==> config.mk <==
export PLATFORM = sky130hd
export DESIGN_NAME = vector_memory_bank
export DESIGN_NICKNAME = d
export VERILOG_FILES = /design/src/rtl/vector_memory_bank.sv
export SDC_FILE = /design/constraint.sdc
export NUM_CORES = 2
export LEC_CHECK = 0
export CAP_MARGIN = 20
export CORE_ASPECT_RATIO = 1.5
export CORE_MARGIN = 2
export CORE_UTILIZATION = 58
export CTS_BUF_LIST = sky130_fd_sc_hd__clkbuf_2
export CTS_CLUSTER_DIAMETER = 150
export CTS_CLUSTER_SIZE = 20
export DETAILED_ROUTE_END_ITERATION = 6
export PLACE_DENSITY = 0.83
export SLEW_MARGIN = 15
export SYNTH_ARGS = -nofsm -noshare
export SYNTH_HDL_FRONTEND = slang
export SYNTH_SLANG_ARGS = --single-unit
==> constraint.sdc <==
create_clock -name clk -period 3.4 [get_ports clk]
set_input_delay 1.02 -clock clk [delete_from_list [all_inputs] [get_ports clk]]
set_output_delay 1.02 -clock clk [all_outputs]
set_load 0.01 [all_outputs]
==> src/rtl/vector_memory_bank.sv <==
// Vector storage bank: lane-packed word memory with a registered read port,
// write-first bypass, per-pass write tracking and a sticky address error flag.
module vector_memory_bank #(
    parameter int no_of_units                     = 8,
    parameter int element_width                   = 32,
    parameter int number_of_equations_per_cluster = 19,
    parameter int additional = no_of_units - (number_of_equations_per_cluster % no_of_units),
    parameter int total      = number_of_equations_per_cluster + additional,
    parameter int depth      = total / no_of_units,
    parameter int memory_read_address_width       = 20
) (
    input  logic                                    clk,
    input  logic                                    reset,
    input  logic                                    write_enable,
    input  logic [memory_read_address_width-1:0]    write_address,
    input  logic [no_of_units*element_width-1:0]    write_data,
    input  logic                                    read_enable,
    input  logic [memory_read_address_width-1:0]    read_address,
    input  logic                                    clear_pass,
    output logic [no_of_units*element_width-1:0]    read_data,
    output logic                                    read_valid,
    output logic                                    write_done,
    output logic [$clog2(depth+1)-1:0]              words_written,
    output logic                                    addr_error
);

    localparam int word_w = no_of_units * element_width;
    localparam int idx_w  = (depth > 1) ? $clog2(depth) : 1;
    localparam int cnt_w  = $clog2(depth + 1);
    localparam logic [memory_read_address_width-1:0] depth_addr =
        memory_read_address_width'(depth);
    localparam logic [cnt_w-1:0] last_count = cnt_w'(depth - 1);

    logic [word_w-1:0] mem_q [depth];
    logic [word_w-1:0] mem_d [depth];
    logic [word_w-1:0] read_data_q, read_data_d;
    logic              read_valid_q, read_valid_d;
    logic              write_done_q, write_done_d;
    logic [cnt_w-1:0]  words_written_q, words_written_d;
    logic              addr_error_q, addr_error_d;
    logic [depth-1:0]  pass_map_q, pass_map_d;

    logic              wr_ok;
    logic              rd_ok;
    logic [idx_w-1:0]  wr_idx;
    logic [idx_w-1:0]  rd_idx;
    logic [depth-1:0]  pass_base;
    logic [cnt_w-1:0]  count_base;

    assign wr_ok  = write_enable && (write_address < depth_addr);
    assign rd_ok  = read_enable && (read_address < depth_addr);
    assign wr_idx = write_address[idx_w-1:0];
    assign rd_idx = read_address[idx_w-1:0];

    // Commit an in-range write into the storage array.
    always_comb begin
        for (int i = 0; i < depth; i++) begin
            mem_d[i] = mem_q[i];
        end
        if (wr_ok) begin
            mem_d[wr_idx] = write_data;
        end
    end

    // Read port: write-first bypass on address match, zero word for bad addresses.
    always_comb begin
        read_data_d  = read_data_q;
        read_valid_d = read_enable;
        if (read_enable) begin
            if (!rd_ok) begin
                read_data_d = '0;
            end else if (wr_ok && (write_address == read_address)) begin
                read_data_d = write_data;
            end else begin
                read_data_d = mem_q[rd_idx];
            end
        end
    end

    // Pass tracking: clear_pass acts before the write, the last new word ends the pass.
    always_comb begin
        pass_base       = clear_pass ? '0 : pass_map_q;
        count_base      = clear_pass ? '0 : words_written_q;
        pass_map_d      = pass_base;
        words_written_d = count_base;
        write_done_d    = 1'b0;
        if (wr_ok && !pass_base[wr_idx]) begin
            if (count_base == last_count) begin
                write_done_d    = 1'b1;
                pass_map_d      = '0;
                words_written_d = '0;
            end else begin
                pass_map_d[wr_idx] = 1'b1;
                words_written_d    = count_base + cnt_w'(1);
            end
        end
    end

    // Sticky error flag for any out-of-range read or write.
    always_comb begin
        addr_error_d = addr_error_q
                     | (write_enable && !wr_ok)
                     | (read_enable && !rd_ok);
    end

    // State registers with synchronous reset that zeroes storage and all status.
    always_ff @(posedge clk) begin
        if (reset) begin
            for (int i = 0; i < depth; i++) begin
                mem_q[i] <= '0;
            end
            read_data_q     <= '0;
            read_valid_q    <= 1'b0;
            write_done_q    <= 1'b0;
            words_written_q <= '0;
            addr_error_q    <= 1'b0;
            pass_map_q      <= '0;
        end else begin
            for (int i = 0; i < depth; i++) begin
                mem_q[i] <= mem_d[i];
            end
            read_data_q     <= read_data_d;
            read_valid_q    <= read_valid_d;
            write_done_q    <= write_done_d;
            words_written_q <= words_written_d;
            addr_error_q    <= addr_error_d;
            pass_map_q      <= pass_map_d;
        end
    end

    assign read_data     = read_data_q;
    assign read_valid    = read_valid_q;
    assign write_done    = write_done_q;
    assign words_written = words_written_q;
    assign addr_error    = addr_error_q;

endmodule

==> impl_metrics.env <==
export IMPL_outcome="finished clean"
export IMPL_path_class="flip-flop to output port"
export IMPL_critPathArrivalTime_ps=2310
export IMPL_top_layer="met5"
export IMPL_seq_area_um2=20950
export IMPL_fin_setup_tns_ps=0
export IMPL_crit_family="buffers and inverters"
export IMPL_yosys_warnings=0
export IMPL_p_sw_share_pct=24.91
export IMPL_routed_wirelength_um=136700
export IMPL_place_ws_ps=-306.9
export IMPL_drt_pass1_iterations=6
export IMPL_die_w_um=233.0
export IMPL_hpwl_um=90860
export IMPL_r2r_end="pass_map_q[0]"
export IMPL_finalCritPeriodShare_pct=97.90
export IMPL_clock_root_buffer="clkbuf_2"
export IMPL_routedWlPerCell_um=19.99
export IMPL_grt_pass1_vias=39150
export IMPL_die_h_um=347.6
export IMPL_overflow=0
export IMPL_gp_congestion=0.8575
export IMPL_drtIter0Drc=3667
export IMPL_io_pin_count=562
export IMPL_worstHoldEndpoint="mem_q[0][132]"
export IMPL_rr_startpoint="pass_map_q[0]"
export IMPL_max_freq_mhz=300.4
export IMPL_min_from="write_data[132]"
export IMPL_nets=6100
export IMPL_drive_above_1_share_pct=17.63
export IMPL_synth_cell_area_um2=45640
export IMPL_final_common_cell="nand2_1"
export IMPL_rows=126
export IMPL_cp_slowest_cell="clkdlybuf4s50_1"
export IMPL_syn_inst=5468
export IMPL_dp_cells=6758
export IMPL_cts_tree="done"
export IMPL_combPwrFrac_pct=6.7
export IMPL_cts_num_sinks=1032
export IMPL_grt_first_pass_wirelength_um=213300
export IMPL_vias=41560
export IMPL_grt_use_total_pct=32.51
export IMPL_leakage_nw=18.03
export IMPL_cap_violations=0
export IMPL_worstPathRequired_ps=2380
export IMPL_internal_power_mw=13.06
export IMPL_layout_common_cells="nand2_1 (1597), a21oi_1 (915), dfxtp_1 (831)"
export IMPL_peakVddDrop_mv=0.3780
export IMPL_drv_slew=0
export IMPL_antenna_found_initial=19
export IMPL_fillers=6094
export IMPL_ant_nets=0
export IMPL_vias_per_cell=6.075
export IMPL_p_sw_mw=4.331
export IMPL_multi_input_area_um2=22440
export IMPL_synthArstFlopShare_pct=0
export IMPL_ff2ff_path_depth=5
export IMPL_reg2reg_slack_ps=1740
export IMPL_ys_seq_area_share_pct=45.27
export IMPL_tightest_slew_ps=1109
export IMPL_hold_worst_slack_ps=241.8
export IMPL_grt_max_degree=183
export IMPL_hold_viol=0
export IMPL_period_minus_slack_ps=3329
export IMPL_cts_clk_slew_worst_paths_ps=370
export IMPL_wl_met3_um=10830
export IMPL_setup_viol=0
export IMPL_io_buffers=561
export IMPL_die_area_um2=80990
export IMPL_synth_seq_cells=1032
export IMPL_crit_buf_inv=1
export IMPL_final_cell_count_no_fill=6841
export IMPL_clock_skew_ps=71.45
export IMPL_h_tree_depth=2
export IMPL_synthDistinctLibCells=45
export IMPL_startpoint_type="flip-flop"
export IMPL_synth_nets=5769
export IMPL_clockBufferDepth=3
export IMPL_core_area_um2=78350
export IMPL_maxSlewHeadroom_pct=26.03
export IMPL_wl_met2_um=64760
export IMPL_start_util_pct=58.25
export IMPL_min_path_type="primary input to flip-flop"
export IMPL_ys_flop_type="dfxtp_1"
export IMPL_drc=0
export IMPL_critPathMaxFanout=2
export IMPL_p_clk_share_pct=23.3
export IMPL_area_delta_synth_final_pct=17.34
export IMPL_synth_avg_cell_area_um2=8.346
export IMPL_layout_setup_ws_ps=71.28
export IMPL_critical_path_cell_chain="clkdlybuf4s50_1"
export IMPL_synth_edff_count=0
export IMPL_cts_inserted_buffers=57
export IMPL_clkLatencyLatePin_ps=1360
export IMPL_cp_slowest_stage_delay_ps=550
export IMPL_powerDensity_nw_per_um2=324.7
export IMPL_wl_met1_um=54210
export IMPL_endpoint_kind="output port"
export IMPL_min_path_cells=3
export IMPL_p_seq_share_pct=70.0
[worst max-delay path by stage]
stage / from / endpoint / slack, ps / cells after the start
6_report: read_data[197] / read_data[197] / 70 / 1
5_1_grt: read_data[168] / read_data[168] / -0.07 / 1
4_1_cts: read_data[143] / read_data[143] / 0.0009 / 1
3_5_place_dp: read_address[16] / read_data[228] / -310 / 10
3_3_place_gp: read_address[16] / read_data[237] / -250 / 10
2_1_floorplan: write_address[9] / mem_q[1][100] / 680 / 8
[repair_timing]
item,in CTS,in global routing
pin swaps,0,0
resized for setup,342,29
setup endpoints to repair,204,28
hold buffers,1,0
hold endpoints to repair,41,0
setup buffers,5,0
[per-layer routing]
| metal | vias up | track usage, % |
|---|---|---|
| li1 | 19380 | - |
| met5 | - | 0 |
| met2 | 1840 | 53.37 |
| met4 | 10 | 15.44 |
| met1 | 19960 | 41.66 |
| met3 | 367 | 5.136 |
[flip-flops by register name (all words and copies together), names as in the netlist]
name and count:
write_done 1, read_data 256, pass_map_q 3, addr_error 1
words_written 2, read_valid 1, mem_q 768
[synth_stat cells (2+ instances only)]
library cell	count	area share (%)
o311ai_1	30	0.58
a211oi_1	3	0.049
nand4_1	259	3.6
nor4_4	2	0.093
mux2i_1	258	5.7
nand2b_1	3	0.041
nor4b_2	2	0.066
buf_4	18	0.30
o311ai_2	210	7.5
nand2_1	1597	13
o311ai_0	16	0.31
buf_2	115	1.3
buf_12	22	0.97
buf_1	28	0.23
nor4_2	3	0.082
a21oi_2	110	2.1
a22oi_1	2	0.033
nand3_1	4	0.044
buf_6	16	0.39
nor3_1	3	0.033
and3_1	2	0.027
clkbuf_1	311	2.6
xnor2_1	12	0.23
nor4_1	7	0.096
dfxtp_1	1032	45
o21ai_0	3	0.033
nand2_2	200	2.7
inv_1	4	0.033
a21oi_1	915	10
xor2_1	8	0.15
nor2_1	259	2.1
[worst min-delay path: stages]
cell and delay [ps]:
clkdlybuf4s50_1 460, nand2_1 80, a21oi_1 60
[cell families after synthesis]
logic type / count (synthesis) / synth area share (%)
and+or+nand+nor: 2349 / 22.17
AOI/OAI and AO/OA: 1294 / 20.77
DFF: 1032 / 45.27
buffers and inverters: 515 / 5.749
muxes: 258 / 5.659
xor gates and xnor gates: 20 / 0.3838
[metrics by stage]
step           util, %  total power, mW  instance area, um^2
2_1_floorplan        -            12.79                45640
3_3_place_gp     67.69            13.51                53030
3_5_place_dp     67.69            13.51                53030
6_report         68.35            17.39                53550
5_1_grt          68.32            17.91                53530
4_1_cts          68.22            17.42                53450
[power groups by stage]
stage          registers [mW]  logic [mW]  clock network [mW]
6_report                 12.2        1.17                4.05
5_1_grt                  12.2        1.22                4.51
4_1_cts                  12.2        1.15                4.11
3_5_place_dp             12.4        1.14                   0
3_3_place_gp             12.4        1.15                   0
2_1_floorplan            12.4       0.426                   0
[area by class of cell]
class                      count  area share, %
antenna                       19        0.08878
clock buffer                  57         0.5327
clock inverter                 1        0.01636
inverter                       4        0.02804
multi-input combinational   3921          41.90
sequential                  1032          39.11
tap                         1024          2.393
timing repair buffer         783          15.93
(Power assumes the default switching activity.)
